===== config.mk =====
export PLATFORM = sky130hd
export DESIGN_NAME = power_sequencer
export DESIGN_NICKNAME = d
export VERILOG_FILES = /design/src/rtl/power_sequencer.sv
export SDC_FILE = /design/constraint.sdc
export NUM_CORES = 1
export LEC_CHECK = 0
export BUFFER_PORTS_ARGS = -buffer_cell sky130_fd_sc_hd__buf_2
export CORE_ASPECT_RATIO = 0.7
export CORE_MARGIN = 4
export CORE_UTILIZATION = 33
export DETAILED_ROUTE_END_ITERATION = 10
export GPL_TIMING_DRIVEN = 0
export PLACE_DENSITY = 0.58
export SLEW_MARGIN = 25
export SYNTH_ARGS = -nofsm -noshare
export SYNTH_HDL_FRONTEND = slang
export SYNTH_SLANG_ARGS = --single-unit

===== constraint.sdc =====
create_clock -name clk -period 2.11 [get_ports clk]
set_input_delay 0.3165 -clock clk [delete_from_list [all_inputs] [get_ports clk]]
set_output_delay 0.3165 -clock clk [all_outputs]
set_load 0.05 [all_outputs]

===== src/rtl/power_sequencer.sv =====
// Power-rail sequencer for a voltage monitor: timed start-up, settle qualification,
// bounded automatic retries after faults, and a lockout that only cmd_clear releases.
module power_sequencer #(
  parameter int STARTUP_CYCLES = 2500000,
  parameter int SETTLE_CYCLES  = 500000,
  parameter int RETRY_CYCLES   = 25000000,
  parameter int MAX_RETRIES    = 3
) (
  input  logic       clk,
  input  logic       reset_n,
  input  logic       cmd_on,
  input  logic       cmd_off,
  input  logic       cmd_clear,
  input  logic       pm_error,
  output logic       pm_start,
  output logic       power_good,
  output logic       fault_lockout,
  output logic [2:0] state,
  output logic [3:0] retry_cnt
);

  typedef enum logic [2:0] {
    ST_OFF        = 3'd0,
    ST_DELAY      = 3'd1,
    ST_SETTLE     = 3'd2,
    ST_ON         = 3'd3,
    ST_RETRY_WAIT = 3'd4,
    ST_LOCKOUT    = 3'd5
  } state_t;

  localparam logic [25:0] STARTUP_LOAD = 26'(STARTUP_CYCLES - 1);
  localparam logic [25:0] SETTLE_LOAD  = 26'(SETTLE_CYCLES - 1);
  localparam logic [25:0] RETRY_LOAD   = 26'(RETRY_CYCLES - 1);
  localparam logic [3:0]  MAX_RETRY    = 4'(MAX_RETRIES);

  logic [1:0]  rst_sync_r;
  logic        rst_n_s;
  state_t      state_r;
  state_t      state_s;
  logic [25:0] cnt_r;
  logic [25:0] cnt_s;
  logic [3:0]  retry_r;
  logic [3:0]  retry_s;
  state_t      fault_state_s;
  logic [25:0] fault_cnt_s;
  logic [3:0]  fault_retry_s;
  logic        pm_start_r;
  logic        power_good_r;
  logic        fault_lockout_r;

  // Reset assertion is immediate; release is delayed by two clock edges.
  always_ff @(posedge clk or negedge reset_n) begin
    if (!reset_n) begin
      rst_sync_r <= 2'b00;
    end else begin
      rst_sync_r <= {rst_sync_r[0], 1'b1};
    end
  end

  assign rst_n_s = rst_sync_r[1];

  // Destination of a monitor fault: another retry if budget remains, else lockout.
  always_comb begin
    fault_state_s = ST_LOCKOUT;
    fault_cnt_s   = 26'd0;
    fault_retry_s = retry_r;
    if (retry_r < MAX_RETRY) begin
      fault_state_s = ST_RETRY_WAIT;
      fault_cnt_s   = RETRY_LOAD;
      fault_retry_s = retry_r + 4'd1;
    end else begin
      fault_state_s = ST_LOCKOUT;
      fault_cnt_s   = 26'd0;
      fault_retry_s = retry_r;
    end
  end

  // Next-state logic; cmd_off outranks faults and timer expiry in every active state.
  always_comb begin
    state_s = state_r;
    cnt_s   = cnt_r;
    retry_s = retry_r;
    case (state_r)
      ST_OFF: begin
        cnt_s   = 26'd0;
        retry_s = 4'd0;
        if (cmd_on && !cmd_off) begin
          state_s = ST_DELAY;
          cnt_s   = STARTUP_LOAD;
        end else begin
          state_s = ST_OFF;
        end
      end
      ST_DELAY: begin
        if (cmd_off) begin
          state_s = ST_OFF;
          cnt_s   = 26'd0;
          retry_s = 4'd0;
        end else if (cnt_r == 26'd0) begin
          state_s = ST_SETTLE;
          cnt_s   = SETTLE_LOAD;
        end else begin
          cnt_s = cnt_r - 26'd1;
        end
      end
      ST_SETTLE: begin
        if (cmd_off) begin
          state_s = ST_OFF;
          cnt_s   = 26'd0;
          retry_s = 4'd0;
        end else if (pm_error) begin
          state_s = fault_state_s;
          cnt_s   = fault_cnt_s;
          retry_s = fault_retry_s;
        end else if (cnt_r == 26'd0) begin
          state_s = ST_ON;
          cnt_s   = 26'd0;
        end else begin
          cnt_s = cnt_r - 26'd1;
        end
      end
      ST_ON: begin
        if (cmd_off) begin
          state_s = ST_OFF;
          cnt_s   = 26'd0;
          retry_s = 4'd0;
        end else if (pm_error) begin
          state_s = fault_state_s;
          cnt_s   = fault_cnt_s;
          retry_s = fault_retry_s;
        end else begin
          state_s = ST_ON;
        end
      end
      ST_RETRY_WAIT: begin
        if (cmd_off) begin
          state_s = ST_OFF;
          cnt_s   = 26'd0;
          retry_s = 4'd0;
        end else if (cnt_r == 26'd0) begin
          state_s = ST_SETTLE;
          cnt_s   = SETTLE_LOAD;
        end else begin
          cnt_s = cnt_r - 26'd1;
        end
      end
      ST_LOCKOUT: begin
        cnt_s = 26'd0;
        if (cmd_clear) begin
          state_s = ST_OFF;
          retry_s = 4'd0;
        end else begin
          state_s = ST_LOCKOUT;
        end
      end
      default: begin
        state_s = ST_OFF;
        cnt_s   = 26'd0;
        retry_s = 4'd0;
      end
    endcase
  end

  // State, timer and outputs all update together; outputs decode the next state.
  always_ff @(posedge clk or negedge rst_n_s) begin
    if (!rst_n_s) begin
      state_r         <= ST_OFF;
      cnt_r           <= 26'd0;
      retry_r         <= 4'd0;
      pm_start_r      <= 1'b0;
      power_good_r    <= 1'b0;
      fault_lockout_r <= 1'b0;
    end else begin
      state_r         <= state_s;
      cnt_r           <= cnt_s;
      retry_r         <= retry_s;
      pm_start_r      <= (state_s == ST_SETTLE) || (state_s == ST_ON);
      power_good_r    <= (state_s == ST_ON);
      fault_lockout_r <= (state_s == ST_LOCKOUT);
    end
  end

  assign state         = state_r;
  assign retry_cnt     = retry_r;
  assign pm_start      = pm_start_r;
  assign power_good    = power_good_r;
  assign fault_lockout = fault_lockout_r;

endmodule

==> flow_summary.ini, run 1 <==
[floorplan]
floorplan_die_area_mm2 = 0.00870
rows = 25
die_height_um = 79.2
pin_count = 16
core_area_mm2 = 0.00688
die_width_um = 110
start_util_pct = 34.8

[setup_path]
cp_max_fo = 8
timing.critical_path.to_type = flop
timing.critical_path.from = cnt_r[12]
required_ns = 2.30
r2r_slack_ns = -0.04
timing.rr.start = cnt_r[12]
arrival_time_of_the_worst_setup_path_ns = 2.34
reg2regPathDepth = 6
worstReg2RegEnd = cnt_r[23]
timing.critical_path.from_type = flop
worst-setup-path-type = flop to flop

[placement]
gp_congestion = 0.868
place_hpwl_um = 5120
dpl_cell_area_mm2 = 0.00262
numPortBuffers = 13

[logic_synthesis]
synthesis_warnings = 0
postSynthNetCount = 276
ys_seq_area_share_pct = 39.7
ys_ff_latch = 38
synth.cell_area_mm2 = 0.00239
synth.largest_area_cell = dfrtp_1
synth_ff_type = dfrtp_1
top_cells_by_area_synth = dfrtp_1 (40%), nand2_1 (3.6%), nor2_1 (3.5%), a21oi_1 (3.1%), o21ai_0 (2.9%)
post-synth-top-area-fraction_pct = 39.7
synth-edff-count = 0
ys_async_sr_fraction_pct = 100
ys_types = 62
syn_area_per_cell_um2 = 8.93
syn-instance-count = 268

[global_routing]
grt_start_max_net_pins = 22
grt_first_pass_wirelength_um = 11500
overall_global_routing_resource_usage_pct = 17.2
grt_antenna_before_repair = 0
grt-ovfl-total = 0
first_global_vias = 2091

[clocking]
worst_skew_late_latency_ns = 0.30
cts_root_buf = clkbuf_8
h_tree_depth = 2
tritoncts.num_buffers = 5
clk_transition_reported_paths_ns = 0.08
clock_sinks = 38
clock_tree.buffer_depth = 2
clock_tree_from_tritoncts = built

[sta]
finalHoldViolCount = 0
fin_setup_tns_ns = -0.0724
timing.final.crit_share_pct = 102
final-setup-viol-count = 4
timing.final.crit_period_ns = 2.15
skew_ns = 0.00353
slew_headroom_pct = 57.0
fmax_mhz = 465
maxSlewViolCount = 0
fin_ws_ns = -0.0417
unrepaired_setup_endpoints_after_global_routing = yes
timing_worst_slew_pin_value_ns = 0.641

[drt]
routed_wirelength_um = 7350
vias_per_cell = 5.94
drt-wirelength-per-cell_um = 18.0
routed-via-count = 2425
post-route-drc-count = 0
ant_nets = 0
drtPass1Iterations = 5
drt-initial-drc-count = 247

[finish]
final_layout_size_suffix_gt1_share_pct = 30.3
n_antenna_cell = 0
footprint_of_the_multi_input_gates_mm2 = 0.00152
area_growth_pct = 29.3
sequential_cell_area_um2 = 963
mostFrequentLayoutCells = dfrtp_1 (28), buf_4 (24), nand2_1 (22)
post-route-cell-area_mm2 = 0.00309
total_of_fill_cells_in_the_finished_design = 667
most_frequent_standard_cell_in_the_layout_excluding_fill_and_tap_cells = dfrtp_1
finalNetCount = 321

[worst_hold_path]
hold_class = flop to async pin

[job]
timing.max_cap.violations = 0

[power]
leakagePower_nw = 1.34
power.ir.vdd_worst_v = 0.000327
pwr_density_cell_mw_per_mm2 = 830

[outcome]
violations = setup timing
status = finished with violations
[worst max-delay path: stages (launching register included)]
cell,delay (ns)
dfrtp_1,0.46
nor3_4,0.30
nand2_1,0.31
o311a_1,0.48
buf_4,0.15
a21o_1,0.15
a32o_1,0.19
[registers in the layout, indices dropped and copies added, names as in the netlist]
name / flops
cnt_r: 26
retry_cnt: 4
state: 3
rst_sync_r: 2
fault_lockout: 1
pm_start: 1
power_good: 1
[stage by stage]
step	total power [mW]	hold slack [ns]	worst slack, ns	instances	utilization (%)
detailed placement	1.74	0.103	-0.294	376	38.0
floorplan	1.53	0.0209	-0.00961	268	-
global placement	1.72	0.102	-0.296	375	37.6
global route	2.72	0.259	-0.119	408	44.9
CTS	2.38	0.225	-0.0176	390	41.3
finish	2.57	0.206	-0.0417	408	44.9
[repair_timing]
| item | in CTS | in global routing |
|---|---|---|
| hold buffers | 1 | 0 |
| setup buffers | 6 | 18 |
| pin swaps | 5 | 10 |
| gates resized for setup | 18 | 29 |
| endpoints found under the setup margin | 29 | 26 |
| endpoints found under the hold margin | 2 | 0 |
[report_power, final]
group	switching, mW	internal [mW]
Combinational	0.643	0.462
Clock	0.272	0.264
Sequential	0.119	0.809
[layout make-up]
class	count	area share [%]
sequential	38	31.1
buffer	12	2.59
clock buffer	7	2.79
tap	94	3.80
inverter	10	1.21
multi-input combinational	207	49.0
clock inverter	1	0.162
timing repair buffer	39	9.26
[layer usage]
| metal | global-route usage [%] | wire [um] | vias up |
|---|---|---|---|
| met4 | 4.23 | 106 | 0 |
| li1 | - | - | 1122 |
| met2 | 22.4 | 3090 | 99 |
| met1 | 27.4 | 3550 | 1188 |
| met5 | 0 | 0 | - |
| met3 | 4.55 | 592 | 16 |
[worst max-delay path by stage]
| stage | endpoint | slack (ns) | depth (start not counted) |
|---|---|---|---|
| final | cnt_r[23] | -0.04 | 6 |
| after global routing | cnt_r[23] | -0.12 | 6 |
| after global placement | cnt_r[2] | -0.30 | 6 |
| after detailed placement | cnt_r[2] | -0.29 | 6 |
| after CTS | cnt_r[23] | -0.02 | 5 |
| after floorplan | cnt_r[19] | -0.01 | 6 |
[cell usage after synthesis, types with 5 or more instances]
cell type / count
a22oi_1: 5
nand3_1: 11
clkbuf_1: 5
inv_1: 10
buf_2: 7
nor3_1: 8
o21ai_0: 14
o21ai_1: 6
a21oi_1: 15
nor2_1: 22
o211ai_1: 5
nand2_1: 23
and2_1: 5
nor4_1: 6
dfrtp_1: 38
[cells by family after synthesis]
group,Yosys count,share of synthesized area [%]
and+or+nand+nor,105,25.0
AOI/OAI and AO/OA,92,27.1
DFF,38,39.7
buffers and inverters,23,4.13
muxes,4,1.67
xor gates and xnor gates,3,1.10
adders and majority gates,2,1.05
other,1,0.157
Note: power is estimated with default switching activity, not from simulation.
==> run 2: changes to the inputs <==
--- a/config.mk
+++ b/config.mk
@@ -6,12 +6,11 @@
 export NUM_CORES = 1
 export LEC_CHECK = 0
 export BUFFER_PORTS_ARGS = -buffer_cell sky130_fd_sc_hd__buf_2
-export CORE_ASPECT_RATIO = 0.7
 export CORE_MARGIN = 4
 export CORE_UTILIZATION = 33
 export DETAILED_ROUTE_END_ITERATION = 10
 export GPL_TIMING_DRIVEN = 0
-export PLACE_DENSITY = 0.58
+export PLACE_DENSITY = 0.6
 export SLEW_MARGIN = 25
 export SYNTH_ARGS = -nofsm -noshare
 export SYNTH_HDL_FRONTEND = slang
==> run 2 against run 1 <==
The flow now finishes without violations; global-route usage fell by 1.5 points; cell count fell by 0.98%; via count fell by 2.9%; register-to-register slack improved by 0.05 ns; fmax rose by 2.2%; power rose by 1.6%; flip-flop and latch count did not move; non-clock buffer count fell by 6; utilization fell by 0.54 points.
==> flow_summary.ini, run 2 (synthesized netlist as in run 1, its figures left out) <==
[outcome]
status = finished clean

[sta]
timing.final.crit_share_pct = 99.8
unrepaired_setup_endpoints_after_global_routing = yes
fmax_mhz = 475
fin_setup_tns_ns = 0
timing.final.crit_period_ns = 2.11
slew_headroom_pct = 58.0
skew_ns = 0.00898
finalHoldWorstSlack_ns = 0.129
finalHoldViolCount = 0
timing_worst_slew_pin_value_ns = 0.626
maxSlewViolCount = 0
final-setup-viol-count = 0
fin_ws_ns = 0.00434

[finish]
final_layout_size_suffix_gt1_share_pct = 29.9
n_antenna_cell = 0
most_frequent_standard_cell_in_the_layout_excluding_fill_and_tap_cells = dfrtp_1
footprint_of_the_multi_input_gates_mm2 = 0.00152
finalNetCount = 315
largest-register = cnt_r
post-route-cell-area_mm2 = 0.00307
number_of_flip_flops_in_the_largest_register = 26
sequential_cell_area_um2 = 966
mostFrequentLayoutCells = dfrtp_1 (26), nand2_1 (21), buf_4 (20)
finalCoreUtilization_pct = 44.4
total_of_fill_cells_in_the_finished_design = 693
area_growth_pct = 28.2

[floorplan]
floorplan_die_area_mm2 = 0.00868
die_height_um = 93.1
pin_count = 16
rows = 30
die_width_um = 93.1
start_util_pct = 34.6
core_area_mm2 = 0.00691

[global_routing]
grt_first_pass_wirelength_um = 11000
grt_start_max_net_pins = 28
grt-ovfl-total = 0
first_global_vias = 2236
grt_antenna_before_repair = 0
overall_global_routing_resource_usage_pct = 15.7

[setup_path]
critical_path_buf_inv_count = 2
path_delay_family = compound AO/OA/AOI/OAI gates
required_ns = 2.29
arrival_time_of_the_worst_setup_path_ns = 2.29
timing.critical_path.from_type = flop
max_stage_delay_ns = 0.45
crit_chain = nor4_4 > and3_1 > buf_4 > a32oi_4 > buf_4 > a31o_1 > a221o_1
cp_max_fo = 9
worst-setup-path-type = flop to flop
critical-path-top-cell-by-count = buf_4
timing.critical_path.to_type = flop
crit_slowest_cell = dfrtp_2

[clocking]
tritoncts.num_buffers = 5
clock_tree.buffer_depth = 2
worst_skew_late_latency_ns = 0.30
clock_sinks = 38
clock_tree_from_tritoncts = built
h_tree_depth = 2
cts_root_buf = clkbuf_8
clk_transition_reported_paths_ns = 0.08

[job]
timing.max_cap.violations = 0

[placement]
numPortBuffers = 13
dpl_cell_area_mm2 = 0.00261
gp_congestion = 0.877
placement_stage_worst_setup_slack_ns = -0.312
place_hpwl_um = 4590

[drt]
drt-initial-drc-count = 176
drt-wirelength-per-cell_um = 16.8
vias_per_cell = 5.83
routed-via-count = 2355
ant_nets = 0
routed_wirelength_um = 6810
drtPass1Iterations = 5
post-route-drc-count = 0

[power]
power.ir.vdd_worst_v = 0.000340
pwr_density_cell_mw_per_mm2 = 851
leakagePower_nw = 1.33

[worst_hold_path]
hold_class = flop to async pin
## run 2: path summary, 6_finish.rpt
path | startpoint | end | slack, ns | depth (start not counted)
setup / recovery | cnt_r[19] | cnt_r[11] | 0.004 | 7
hold / removal | rst_sync_r[1] | cnt_r[20] | 0.13 | 0
setup reg to reg | cnt_r[19] | cnt_r[11] | 0.004 | 7
hold reg to reg | rst_sync_r[1] | cnt_r[20] | 0.13 | 0
max in group asynchronous | rst_sync_r[1] | cnt_r[6] | 1.53 | 1
min in group clk | rst_sync_r[0] | rst_sync_r[1] | 0.35 | 0
## run 2: layer usage
metal / vias up / part of all wire (%) / track usage (%)
met2: 80 / 48 / 25.4
met5: - / 0 / 0
met3: 9 / 6.0 / 3.30
met4: 0 / 1.5 / 6.23
met1: 1161 / 45 / 20.5
li1: 1105 / - / -
## run 2: where the power goes
part	internal (mW)	total, mW	switching (mW)
combinational	0.443	1.06	0.615
sequential	0.810	0.924	0.114
clock	0.348	0.629	0.280
## run 2: what timing repair did
| item | in CTS | in global routing |
|---|---|---|
| hold buffers | 1 | 0 |
| pin swaps | 9 | 10 |
| gates resized for setup | 17 | 32 |
| endpoints found under the hold margin | 2 | 0 |
| endpoints found under the setup margin | 27 | 26 |
| cloned | 0 | 0 |
| buffers inserted | 11 | 7 |
## run 2: area by class of cell
| cell class | instances | area share, % |
|---|---|---|
| Timing Repair Buffer | 33 | 7.51 |
| Inverter | 10 | 1.22 |
| Multi-Input combinational cell | 207 | 49.7 |
| Sequential cell | 38 | 31.5 |
| Clock inverter | 3 | 1.31 |
| Tap cell | 96 | 3.92 |
| Clock buffer | 5 | 2.24 |
| Buffer | 12 | 2.65 |
## run 2: metrics by stage
stage          cells  total power, mW
6_report         404             2.61
5_1_grt          404             2.76
4_1_cts          397             2.47
3_5_place_dp     378             1.73
3_3_place_gp     377             1.70
2_1_floorplan    268             1.53
